[config.mk]
export PLATFORM = sky130hd
export DESIGN_NAME = tx_pace_scheduler
export DESIGN_NICKNAME = d
export VERILOG_FILES = /design/src/rtl/tx_pace_scheduler.sv
export SDC_FILE = /design/constraint.sdc
export NUM_CORES = 1
export LEC_CHECK = 0
export CAP_MARGIN = 10
export CORE_MARGIN = 2
export CORE_UTILIZATION = 55
export DETAILED_ROUTE_END_ITERATION = 8
export PLACE_DENSITY = 0.8
export SETUP_SLACK_MARGIN = 0.02
export SLEW_MARGIN = 20
export SYNTH_ARGS = -nofsm -noshare
export SYNTH_HDL_FRONTEND = slang
export SYNTH_SLANG_ARGS = --single-unit
[constraint.sdc]
create_clock -name clk125MHz -period 3.61 [get_ports clk125MHz]
set_clock_uncertainty 0.15 [all_clocks]
set_input_delay 0.722 -clock clk125MHz [delete_from_list [all_inputs] [get_ports clk125MHz]]
set_output_delay 0.722 -clock clk125MHz [all_outputs]
set_load 0.02 [all_outputs]
[src/rtl/tx_pace_scheduler.sv]
// tx_pace_scheduler: decodes the DIP-switch rate/segment/redundancy config,
// runs the packet-rate interval counter and sequences each interval's burst
// of segment copies into the TX frame builder.
//
// Handshake: tx_valid/tx_ready follow strict valid/ready semantics. A request
// is transferred on every rising clk edge where tx_valid && tx_ready. While
// tx_valid is high and tx_ready is low, tx_valid and all tx_* fields are held
// unchanged. tx_valid never drops without a transfer, except on reset.
// tx_ready is ignored whenever tx_valid is low.
module tx_pace_scheduler #(
  parameter int unsigned CLK_HZ     = 125000000,
  parameter int unsigned CNT_W      = 28,
  parameter int unsigned SEG_W      = 16,
  parameter int unsigned RED_W      = 8,
  parameter int unsigned SEQ_W      = 16,
  parameter int unsigned IPG_CYC    = 12,
  parameter int unsigned MIN_PERIOD = 30,
  parameter int unsigned SEG_TBL0   = 1,
  parameter int unsigned SEG_TBL1   = 5,
  parameter int unsigned SEG_TBL2   = 50,
  parameter int unsigned SEG_TBL3   = 100,
  parameter int unsigned RED_TBL0   = 1,
  parameter int unsigned RED_TBL1   = 3,
  parameter int unsigned RED_TBL2   = 5,
  parameter int unsigned RED_TBL3   = 7
) (
  input  logic             clk125MHz,
  input  logic             rst_n,
  input  logic [7:0]       switches,
  input  logic             enable,
  output logic             tx_valid,
  input  logic             tx_ready,
  output logic [SEG_W-1:0] tx_seg_idx,
  output logic [SEG_W-1:0] tx_seg_max,
  output logic [RED_W-1:0] tx_copy_idx,
  output logic [RED_W-1:0] tx_redundancy,
  output logic [SEQ_W-1:0] tx_seq,
  output logic             busy,
  output logic             overrun,
  output logic [15:0]      missed_ticks,
  input  logic             clr_overrun
);

  // Gap counter holds IPG_CYC-1 down to 0.
  localparam int unsigned GAP_W    = (IPG_CYC > 2) ? $clog2(IPG_CYC) : 1;
  localparam int unsigned GAP_LOAD = (IPG_CYC > 0) ? IPG_CYC - 1 : 0;

  typedef enum logic [1:0] {
    IDLE  = 2'd0,
    ISSUE = 2'd1,
    GAP   = 2'd2
  } state_t;

  state_t             state;
  logic [CNT_W-1:0]   cnt;
  logic [CNT_W-1:0]   term;
  logic               tick;
  logic [SEG_W-1:0]   seg_max_q;
  logic [RED_W-1:0]   red_q;
  logic [GAP_W-1:0]   gap_cnt;
  logic               gap_to_idle;
  logic               last_copy;
  logic               last_pkt;

  // Terminal count of the interval counter for each rate code.
  function automatic logic [CNT_W-1:0] period_of(input logic [3:0] code);
    case (code)
      4'h0:    period_of = CNT_W'(CLK_HZ / 1 - 1);
      4'h1:    period_of = CNT_W'(CLK_HZ / 2 - 1);
      4'h2:    period_of = CNT_W'(CLK_HZ / 10 - 1);
      4'h3:    period_of = CNT_W'(CLK_HZ / 20 - 1);
      4'h4:    period_of = CNT_W'(CLK_HZ / 50 - 1);
      4'h5:    period_of = CNT_W'(CLK_HZ / 100 - 1);
      4'h6:    period_of = CNT_W'(CLK_HZ / 200 - 1);
      4'h7:    period_of = CNT_W'(CLK_HZ / 500 - 1);
      4'h8:    period_of = CNT_W'(CLK_HZ / 1000 - 1);
      4'h9:    period_of = CNT_W'(CLK_HZ / 2000 - 1);
      4'hA:    period_of = CNT_W'(CLK_HZ / 5000 - 1);
      4'hB:    period_of = CNT_W'(CLK_HZ / 10000 - 1);
      4'hC:    period_of = CNT_W'(CLK_HZ / 20000 - 1);
      4'hD:    period_of = CNT_W'(CLK_HZ / 50000 - 1);
      4'hE:    period_of = CNT_W'(CLK_HZ / 100000 - 1);
      default: period_of = CNT_W'(MIN_PERIOD);
    endcase
  endfunction

  function automatic logic [SEG_W-1:0] seg_of(input logic [1:0] sel);
    case (sel)
      2'd0:    seg_of = SEG_W'(SEG_TBL0);
      2'd1:    seg_of = SEG_W'(SEG_TBL1);
      2'd2:    seg_of = SEG_W'(SEG_TBL2);
      default: seg_of = SEG_W'(SEG_TBL3);
    endcase
  endfunction

  function automatic logic [RED_W-1:0] red_of(input logic [1:0] sel);
    case (sel)
      2'd0:    red_of = RED_W'(RED_TBL0);
      2'd1:    red_of = RED_W'(RED_TBL1);
      2'd2:    red_of = RED_W'(RED_TBL2);
      default: red_of = RED_W'(RED_TBL3);
    endcase
  endfunction

  assign tick      = (cnt == term);
  assign last_copy = (tx_copy_idx == red_q - 1'b1);
  assign last_pkt  = last_copy && (tx_seg_idx == seg_max_q - 1'b1);

  // Free-running interval counter; the period is only re-read at a wrap.
  always_ff @(posedge clk125MHz) begin
    if (!rst_n) begin
      cnt  <= '0;
      term <= period_of(switches[3:0]);
    end else if (tick) begin
      cnt  <= '0;
      term <= period_of(switches[3:0]);
    end else begin
      cnt <= cnt + 1'b1;
    end
  end

  // Burst sequencer: walks copies within segments, with optional gaps.
  always_ff @(posedge clk125MHz) begin
    if (!rst_n) begin
      state         <= IDLE;
      tx_valid      <= 1'b0;
      busy          <= 1'b0;
      tx_seg_idx    <= '0;
      tx_copy_idx   <= '0;
      tx_seg_max    <= '0;
      tx_redundancy <= '0;
      tx_seq        <= '0;
      seg_max_q     <= seg_of(switches[7:6]);
      red_q         <= red_of(switches[5:4]);
      gap_cnt       <= '0;
      gap_to_idle   <= 1'b0;
    end else begin
      case (state)
        IDLE: begin
          if (tick && enable) begin
            seg_max_q     <= seg_of(switches[7:6]);
            red_q         <= red_of(switches[5:4]);
            tx_seg_max    <= seg_of(switches[7:6]);
            tx_redundancy <= red_of(switches[5:4]);
            tx_seg_idx    <= '0;
            tx_copy_idx   <= '0;
            state         <= ISSUE;
            tx_valid      <= 1'b1;
            busy          <= 1'b1;
          end
        end
        ISSUE: begin
          if (tx_ready) begin
            if (last_copy) begin
              tx_copy_idx <= '0;
              tx_seg_idx  <= tx_seg_idx + 1'b1;
            end else begin
              tx_copy_idx <= tx_copy_idx + 1'b1;
            end
            if (last_pkt) begin
              tx_seq <= tx_seq + 1'b1;
            end
            gap_to_idle <= last_pkt;
            if (IPG_CYC > 0) begin
              state    <= GAP;
              gap_cnt  <= GAP_W'(GAP_LOAD);
              tx_valid <= 1'b0;
            end else if (last_pkt) begin
              state    <= IDLE;
              tx_valid <= 1'b0;
              busy     <= 1'b0;
            end
          end
        end
        GAP: begin
          if (gap_cnt == '0) begin
            if (gap_to_idle) begin
              state <= IDLE;
              busy  <= 1'b0;
            end else begin
              state    <= ISSUE;
              tx_valid <= 1'b1;
            end
          end else begin
            gap_cnt <= gap_cnt - 1'b1;
          end
        end
        default: begin
          state    <= IDLE;
          tx_valid <= 1'b0;
          busy     <= 1'b0;
        end
      endcase
    end
  end

  // Sticky overrun: a tick landing while a burst is still running is dropped.
  always_ff @(posedge clk125MHz) begin
    if (!rst_n) begin
      overrun      <= 1'b0;
      missed_ticks <= '0;
    end else if (tick && (state != IDLE)) begin
      overrun <= 1'b1;
      if (clr_overrun) begin
        missed_ticks <= 16'd1;
      end else if (missed_ticks != 16'hFFFF) begin
        missed_ticks <= missed_ticks + 16'd1;
      end
    end else if (clr_overrun) begin
      overrun      <= 1'b0;
      missed_ticks <= '0;
    end
  end

endmodule

# --- Yosys cells after proc, flatten, opt, wreduce, memory -nomap -nowiden ---
# Memory sizes are Yosys's and may differ from the RTL's.
# Cells that the tools add are included.
word_totals:
  register_bits: 170
  rom_bits: 864
  in_bits: 13
  out_inout_bits: 83
  elab_cells: 112
  mem_count: 2
op_classes:
  addsub: 8
  n_eq_ne: 20
  n_mux: 40
  n_bitwise: 2
  n_reduce_logical: 24
memory_table:
  columns: ["memory", "depth", "word_bits", "read_ports", "rd_clocked_by_memory_dff", "wr", "line_no", "source"]
  rows:
  - ["(no name shown)", 16, 27, 1, 0, 0, "67", "case (code)"]
  - ["(no name shown)", 16, 27, 1, 0, 0, "67", null]
op_table:
  columns: ["operator", "n"]
  rows:
  - ["$mux W16", 10]
  - ["$mux W28", 2]
  - ["$add A16 B1 Y16 const B", 3]
  - ["$mux W8", 6]
  - ["$pmux W16 S2", 1]
  - ["$add A28 B1 Y28 const B", 1]
  - ["$eq A28 B28 Y1", 1]
  - ["$pmux W7 S3", 1]
  - ["$eq A16 B16 Y1", 1]
  - ["$ne A16 B16 Y1 const B", 1]
  - ["$pmux W8 S2", 1]
  - ["$sub A16 B1 Y16 const B", 1]
  - ["$ne A2 B2 Y1 const B", 7]
  - ["$reduce_and A3 Y1", 4]
  - ["$reduce_and A4 Y1", 3]
  - ["$reduce_bool A2 Y1", 5]
  - ["$mux W1", 9]
  - ["$pmux W3 S3", 1]
  - ["$add A8 B1 Y8 const B", 1]
  - ["$eq A8 B8 Y1", 1]
  - ["$mux W4", 2]
  - ["$pmux W4 S2", 1]
  - ["$reduce_and A2 Y1", 4]
  - ["$sub A8 B1 Y8 const B", 1]
  - ["12 further kinds", 26]

# --- Depth between registers and ports, before layout ---
# Gate-level depths: netlist (run 1).
logic_depth:
  depth_word: 5
  mapped_depth: 11
  mapped_depth_nobuf: 10

# --- Worst setup path before layout (run 1) ---
# OpenSTA, ideal clock, no wires.
synth_timing:
  path_kind: "reg2reg"
  from: "reg seg_max_q[0]"
  to: "reg tx_seq[3]"
  setup_ps: 70
  arrival_ps: 2690
  required_time_ps: 3390
  path_slack_ps: 700
  path_stages_with_launch: 12
  path_buffers: 1
  synth_period_minus_slack_ps: 2910
  path_cell_list: "edfxtp_1 -> inv_1 -> ha_1 -> nor4b_1 -> ha_1 -> xor2_1 -> o2111ai_1 -> a2111oi_4 -> o2111ai_2 -> buf_6 -> or3_1 -> a21oi_1"
synth_between:
  elab_chain_cells: 4
synth_lines:
  columns: ["item", "line_no", "source"]
  rows:
  - ["from (decl)", "58", "logic [SEG_W-1:0] seg_max_q;"]
  - ["from (signal assigned)", "133", "seg_max_q <= seg_of(switches[7:6]);"]
  - ["from (signal assigned)", "141", "seg_max_q <= seg_of(switches[7:6]);"]
  - ["$sub A16 B1 Y16", "107", "assign last_pkt = last_copy && (tx_seg_idx == seg_max_q - 1'b1);"]
  - ["$eq A16 B16 Y1", "107", null]
  - ["$logic_and A1 B1 Y1", "107", null]
  - ["$reduce_and A3 Y1 (no source line)", null, null]
  - ["to (signal assigned)", "161", "tx_seq <= tx_seq + 1'b1;"]
  - ["to (decl)", "37", "output logic [SEQ_W-1:0] tx_seq,"]
# Every way passes these cells.
# A chain may end at the register's enable or synchronous reset.

# --- Worst setup path in the final report (run 1) ---
layout_timing:
  from: "reg seg_max_q[0]"
  to: "reg tx_seq[9]"
# Same word-level chain as after synthesis.

==> impl_metrics.ini, run 1 <==
[job]
max_cap_violations = 0

[power]
power-per-cell-area_mw_per_mm2 = 427
p_sw_share_pct = 21.8
leakage_power_nw = 2.90
comb_power_share_pct = 5.2
power_switching_mw = 0.780
ir_drop_v = 0.000250
intPower_mw = 2.80
design_power_total_mw = 3.58
pwr-share-seq_pct = 44.9
power_frac_clock_pct = 49.9

[sta]
tns_ns = 0
final-setup-viol-count = 0
final_hold_fails = 0
timing.final.crit_share_pct = 95.2
grt_setup_unrepaired = true
setup_ws_ns = 0.174
fmaxAchievable_mhz = 291
tightestPinTransition_ns = 0.906
max_slew_margin_pct = 39.6
fin_crit_ns = 3.44
timing_max_transition_violations_final = 0

[final_layout]
areaGrowthSynthToFinish_pct = 21.6
layout_cells_excl_fill = 1010
fin_nets = 860
num_antenna_cells = 0
final_layout_size_suffix_gt1_share_pct = 6.29
post-route-cell-area_mm2 = 0.00839
final.fill_count = 945

[hold_path]
timing.hold.worst_endpoint = overrun
holdCritPathClass = reg2reg
worstHoldPathCells = 2
holdCritStartpoint = overrun

[routing]
top_layer = met4
detailroute.wirelength.met2_mm = 7.90
first_pass_iters = 5
detailedRoute.firstIterationViolations = 548
route.vias.total = 5807
avgViaCountPerCell = 5.75
totalWireLength_mm = 15.5
detailroute.wirelength.met3_um = 654
drcViolationCount = 0
met1Wirelength_mm = 6.58
detail-route-antenna-nets = 0
wire_per_inst_um = 15.3

[placement]
post_dp_cell_area_mm2 = 0.00777
dp_slack_ns = 0.115
gp_routability_congestion = 0.956
dp_hpwl_mm = 11.0
portBuffers = 80
dp.cells = 978

[grt]
grt_start_max_net_pins = 55
antenna_found_initial = 0
grt_first_pass_wirelength_mm = 25.3
track_usage_pct = 23.8
vias_in_the_first_global_route = 5414
globalRoute.totalOverflow = 0

[clock_tree]
root_buffer = sky130_fd_sc_hd__clkbuf_16
cts_buffer_depth = 2
numCtsBuffers = 17
insertion_delay_ns = 0.42
cts_num_sinks = 135
tritoncts = done
h-tree-depth = 4
clk_pin_slew_ns = 0.06

[logic_synthesis]
yosys.area_share.adder_pct = 3.27
synth_top_family_by_area = simple AND/OR/NAND/NOR gates
synth.top_cells.by_area = sky130_fd_sc_hd__dfxtp_1 (30%), sky130_fd_sc_hd__edfxtp_1 (14%), sky130_fd_sc_hd__xor2_1 (4.6%), sky130_fd_sc_hd__xnor2_1 (4.4%), sky130_fd_sc_hd__a21oi_1 (3.8%)
async_sr_flop_fraction_pct = 0
synth_top_area_cell = sky130_fd_sc_hd__dfxtp_1
yosys-mux-area-fraction_pct = 2.54
synthesis.instances = 756
synth-xor-area-share_pct = 9.34
ys_seq_area_share_pct = 44.0
avgSynthCellArea_um2 = 9.12
syn_area_mm2 = 0.00690
postSynth.topFlopCell = sky130_fd_sc_hd__dfxtp_1
yosys_warnings = 0
yosys_register_bits = 135
yosys.area_share.simple_pct = 23.6
synth_compound_area_share_pct = 12.1
synth_edf_count = 33
synthDistinctLibCells = 60
netlist.area_leader.share_pct = 29.6

[critical_path]
ff2ff_path_depth = 10
timing.critical_path.from_type = flop
crit_required_ns = 3.81
worst_setup_sp = seg_max_q[0]
rr_endpoint = tx_seq[9]
crit_path_end_kind = flop
critical_path.reg2reg.startpoint = seg_max_q[0]
worst-path-max-fanout = 12
crit_type = reg2reg
worst_ep_arrival_time_ns = 3.64
ff2ff_setup_slack_ns = 0.17

[floorplan]
floorplan.rows = 40
die-width_um = 116
pin_count = 96
die_area_mm2 = 0.0135
core_region_area_mm2 = 0.0121
die_y_um = 116
start_util_pct = 56.9

[outcome]
run_status = complete, no violations
==> routing by layer <==
layer | vias to the layer above | track usage (%)
li1 | 2844 | -
met5 | - | 0
met3 | 39 | 5.39
met2 | 155 | 41.3
met4 | 0 | 9.84
met1 | 2769 | 28.6
==> state kept, by name, indices dropped and copies added, names as in the netlist, 2 cells and up <==
name           cells
gap_cnt            4
red_q              2
tx_seg_idx        16
term              26
tx_seg_max         5
state              2
seg_max_q          5
tx_redundancy      3
missed_ticks      16
cnt               28
tx_copy_idx        8
tx_seq            16
==> cells by family (layout without fill, tap and decap cells) <==
group,count (synthesis),after routing
adders and majority gates,18,18
buffers and inverters,73,145
xor gates and xnor gates,72,72
other,1,15
muxes,16,16
AOI/OAI and AO/OA,136,136
and+or+nand+nor,305,305
DFF,135,135
==> critical path: stages (launching register included) <==
cell and delay [ns]:
sky130_fd_sc_hd__edfxtp_1 0.48, sky130_fd_sc_hd__inv_1 0.14, sky130_fd_sc_hd__ha_1 0.24, sky130_fd_sc_hd__nor4b_1 0.32, sky130_fd_sc_hd__ha_1 0.31, sky130_fd_sc_hd__xor2_1 0.13, sky130_fd_sc_hd__o2111ai_1 0.18, sky130_fd_sc_hd__a2111oi_4 0.45
sky130_fd_sc_hd__o2111ai_2 0.36, sky130_fd_sc_hd__or3_1 0.45, sky130_fd_sc_hd__a21oi_1 0.14
==> power groups by stage <==
stage          Sequential, mW  Combinational (mW)  Clock [mW]
6_report                 1.61               0.186        1.79
5_1_grt                  1.61               0.204        1.89
4_1_cts                  1.61               0.184        1.80
3_5_place_dp             1.64               0.182           0
3_3_place_gp             1.64               0.175           0
2_1_floorplan            1.63               0.143           0
==> synth_stat cells (2+ instances only) <==
master	number
sky130_fd_sc_hd__dfxtp_1	102
sky130_fd_sc_hd__nor2_1	68
sky130_fd_sc_hd__a21oi_1	52
sky130_fd_sc_hd__nand2_1	48
sky130_fd_sc_hd__o21ai_0	42
sky130_fd_sc_hd__or3_1	36
sky130_fd_sc_hd__xor2_1	36
sky130_fd_sc_hd__nand3_1	35
sky130_fd_sc_hd__xnor2_1	35
sky130_fd_sc_hd__edfxtp_1	33
sky130_fd_sc_hd__inv_1	25
sky130_fd_sc_hd__clkbuf_1	24
sky130_fd_sc_hd__nand4_1	24
sky130_fd_sc_hd__ha_1	18
sky130_fd_sc_hd__buf_4	16
sky130_fd_sc_hd__nor3_1	16
sky130_fd_sc_hd__mux2i_1	13
sky130_fd_sc_hd__and3_1	10
sky130_fd_sc_hd__and4_1	10
sky130_fd_sc_hd__or4_1	10
sky130_fd_sc_hd__and2_1	9
sky130_fd_sc_hd__nor4_1	9
sky130_fd_sc_hd__nand2b_1	7
sky130_fd_sc_hd__o31ai_1	7
sky130_fd_sc_hd__a211oi_1	6
sky130_fd_sc_hd__nand3b_1	6
sky130_fd_sc_hd__o211ai_1	6
sky130_fd_sc_hd__nor3b_1	4
sky130_fd_sc_hd__a21o_1	3
sky130_fd_sc_hd__buf_1	3
sky130_fd_sc_hd__nor2b_1	3
sky130_fd_sc_hd__or2_2	3
sky130_fd_sc_hd__a31o_2	2
sky130_fd_sc_hd__buf_2	2
sky130_fd_sc_hd__buf_6	2
sky130_fd_sc_hd__mux2_2	2
sky130_fd_sc_hd__nand4b_1	2
sky130_fd_sc_hd__nor4b_1	2
sky130_fd_sc_hd__o2111ai_1	2
sky130_fd_sc_hd__o211a_1	2
sky130_fd_sc_hd__o21a_1	2
==> per-stage QoR <==
step	hold slack, ns	utilization, %
floorplan	0.313	-
global placement	0.308	64.2
detailed placement	0.326	64.2
CTS	0.339	69.2
global route	0.361	69.3
finish	0.344	69.3
==> worst max-delay path by stage <==
stage | endpoint | slack [ns] | depth (start not counted)
floorplan | tx_seq[3] | 0.70 | 11
global placement | tx_seq[14] | 0.38 | 10
detailed placement | tx_seq[14] | 0.12 | 10
CTS | tx_seq[14] | 0.12 | 10
global route | tx_seq[14] | -0.05 | 10
finish | tx_seq[9] | 0.17 | 10
==> what timing repair did <==
action / in CTS / in global routing
endpoints found under the setup margin: 0 / 10
endpoints found under the hold margin: 0 / 0
gates resized for setup: 0 / 1
setup buffers: 0 / 0
hold buffers: 0 / 0
==> layout make-up <==
class	instances	area, um2	share of cell area, %
clock inverter	14	183	2.18
multi-input combinational	562	3580	42.7
timing repair buffer	87	853	10.2
tap	168	210	2.51
inverter	26	97.6	1.16
sequential	135	3030	36.2
clock buffer	18	429	5.12
==> placed cells by master, fill, tap and decap left out, drive strengths merged, types with 6 or more instances in the layout <==
cell           synthesis  layout
nand2                 48      48
and3                  11      11
edfxtp                33      33
clkinv                 1       7
inv                   25      25
nand3                 35      35
buf                   23       7
o211ai                 6       6
clkdlybuf4s50          0      80
nand4                 24      24
conb                   1      15
xnor2                 35      35
a21oi                 52      52
nor4                  10      10
nand3b                 6       6
nand2b                 7       7
ha                    18      18
o31ai                  7       7
a211oi                 6       6
xor2                  36      36
o21ai                 42      42
clkbuf                24      18
nor3                  16      16
and2                   9       9
nor2                  68      68
dfxtp                102     102
or4                   10      10
or3                   37      37
and4                  10      10
mux2i                 13      13
(Power assumes the default switching activity.)
==> inputs of run 2 (changes only) <==
- CORE_UTILIZATION: 55 -> 50
- PLACE_DENSITY: 0.8 -> 0.77
- clock period: 3.61 -> 3 ns (I/O delays scaled with it)
==> run 2 against run 1 <==
  * The flow now finishes with violations (setup timing)
  * Sequential power up 20%
  * Global-route usage is 0.71 points lower
  * Final cell count is 3.4% higher
  * Setup slack lost 0.31 ns
  * Cell area rose by 3.4%
  * Sequential share of layout area shrank 1.2 points
  * Clock power is 11% higher
  * Die area grew 9.6%
  * Register-to-register slack got worse by 0.31 ns
  * Core utilization decreased by 4.3 points
  * Critical path depth is 2 higher
  * Routed wire length up 9.1%
  * Critical path type unchanged
  * Critical endpoint is now tx_seq[10]
  * Largest cell class unchanged
==> impl_metrics.ini, run 2 (synthesis gave the netlist of run 1 again) <==
[clock_tree]
numCtsBuffers = 17
h-tree-depth = 4
insertion_delay_ns = 0.42
cts_buffer_depth = 2
cts_num_sinks = 135
tritoncts = done
cts_hold_repair.buffers = 0
clk_pin_slew_ns = 0.06
root_buffer = sky130_fd_sc_hd__clkbuf_16

[sta]
timing.final.crit_share_pct = 105
max_slew_margin_pct = 30.7
worst_hold_slack_ns = 0.339
tightestPinTransition_ns = 1.03
timing_max_transition_violations_final = 0
fmaxAchievable_mhz = 319
final-setup-viol-count = 14
fin_crit_ns = 3.14
final_hold_fails = 0
tns_ns = -0.917
grt_setup_unrepaired = true
setup_ws_ns = -0.137

[power]
power-per-cell-area_mw_per_mm2 = 482
pwr-share-seq_pct = 46.2
intPower_mw = 3.25
p_sw_share_pct = 22.2
design_power_total_mw = 4.18
ir_drop_v = 0.000407
power_frac_clock_pct = 47.6
comb_power_share_pct = 6.1
leakage_power_nw = 3.04
power_switching_mw = 0.930

[floorplan]
die-width_um = 121
pin_count = 96
start_util_pct = 51.7
die_y_um = 121
die_area_mm2 = 0.0147
core_region_area_mm2 = 0.0133
floorplan.rows = 42

[routing]
route.vias.total = 6016
totalWireLength_mm = 16.9
wire_per_inst_um = 16.1
first_pass_iters = 5
avgViaCountPerCell = 5.76
detailedRoute.firstIterationViolations = 455
detail-route-antenna-nets = 0
drcViolationCount = 0

[final_layout]
final_layout_size_suffix_gt1_share_pct = 10.5
fin_nets = 886
mostFrequentLayoutCell = sky130_fd_sc_hd__dfxtp_1
layout.core_utilization_pct = 65.0
post-route-cell-area_mm2 = 0.00868
largest-register = cnt
areaGrowthSynthToFinish_pct = 25.8
mostFrequentLayoutCells = sky130_fd_sc_hd__dfxtp_1 (102), sky130_fd_sc_hd__clkdlybuf4s50_1 (80), sky130_fd_sc_hd__nor2_1 (68)
reg.largest.list = cnt: 28 flops, term: 26 flops
num_antenna_cells = 0
layout_cells_excl_fill = 1044
max_ffs_per_register = 28

[critical_path]
cp_top_family = compound AO/OA/AOI/OAI gates
timing.critical_path.buf_inv = 3
crit_type = reg2reg
critical_path.reg2reg.startpoint = seg_max_q[0]
crit_path_max_incr_delay_ns = 0.42
timing.critical_path.from_type = flop
crit_path_end_kind = flop
worstPathCellList = inv_2 > ha_4 > nor4b_4 > ha_1 > xor2_2 > o2111ai_2 > a2111oi_4 > buf_4 > o2111ai_4 > buf_6 > or3_4 > a21oi_2
worst-path-max-fanout = 6
ff2ff_path_depth = 12
ff2ff_setup_slack_ns = -0.14
rr_endpoint = tx_seq[10]
worst_path_max_delay_cell = sky130_fd_sc_hd__edfxtp_1
worst_ep_arrival_time_ns = 3.34
crit_required_ns = 3.20

[hold_path]
holdCritPathClass = reg2reg
holdCritStartpoint = tx_redundancy[0]
worstHoldPathCells = 2
timing.hold.worst_endpoint = tx_redundancy[0]

[grt]
antenna_found_initial = 0
vias_in_the_first_global_route = 5761
globalRoute.totalOverflow = 0
grt_start_max_net_pins = 55
track_usage_pct = 23.1
grt_first_pass_wirelength_mm = 27.0

[placement]
dp_hpwl_mm = 12.0
dp.cells = 1004
gp_routability_congestion = 0.962
post_dp_cell_area_mm2 = 0.00793
dp_slack_ns = -0.289
portBuffers = 80

[outcome]
failed_checks = setup timing
run_status = finished, violations left

[job]
max_cap_violations = 0
==> run 2: worst register-to-register path: stages (launching register included) <==
cell and delay (ns):
sky130_fd_sc_hd__edfxtp_1 0.42, sky130_fd_sc_hd__inv_2 0.12, sky130_fd_sc_hd__ha_4 0.15, sky130_fd_sc_hd__nor4b_4 0.22, sky130_fd_sc_hd__ha_1 0.31, sky130_fd_sc_hd__xor2_2 0.21
sky130_fd_sc_hd__o2111ai_2 0.19, sky130_fd_sc_hd__a2111oi_4 0.35, sky130_fd_sc_hd__buf_4 0.18, sky130_fd_sc_hd__o2111ai_4 0.13, sky130_fd_sc_hd__buf_6 0.19, sky130_fd_sc_hd__or3_4 0.33
sky130_fd_sc_hd__a21oi_2 0.13
==> run 2: power groups by stage <==
stage | Clock (mW) | Sequential [mW] | Combinational (mW)
finish | 1.99 | 1.93 | 0.257
global route | 2.09 | 1.94 | 0.282
CTS | 2.01 | 1.93 | 0.247
detailed placement | 0 | 1.97 | 0.239
global placement | 0 | 1.97 | 0.230
floorplan | 0 | 1.97 | 0.172
==> run 2: final cells by class <==
class	instances	area [um2]
clock buffer	26	544
clock inverter	6	36.3
fill	1058	4670
inverter	26	97.6
multi-input combinational	562	3670
sequential	135	3030
tap	176	220
timing repair buffer	113	1070
==> run 2: worst max-delay path by stage <==
stage	from	endpoint	slack (ns)	cells after the start
2_1_floorplan	seg_max_q[0]	tx_seq[3]	0.09	11
3_3_place_gp	seg_max_q[0]	tx_seq[15]	0.09	10
3_5_place_dp	seg_max_q[0]	tx_seq[15]	-0.29	10
4_1_cts	seg_max_q[0]	tx_seq[15]	0.03	11
5_1_grt	seg_max_q[0]	tx_seq[10]	-0.25	12
6_report	seg_max_q[0]	tx_seq[10]	-0.14	12
==> run 2: what timing repair did <==
| item | CTS | global route |
|---|---|---|
| buffers inserted | 2 | 5 |
| gates cloned | 0 | 1 |
| endpoints found under the setup margin | 16 | 17 |
| pin swaps | 2 | 17 |
| resized for setup | 7 | 22 |
==> run 2: routing by layer <==
metal	GRT usage (%)	vias up	routed length (um)
met1	26.4	2855	6800
met5	0	-	0
li1	-	2906	-
met3	5.31	54	765
met4	11.8	0	645
met2	40.3	201	8650
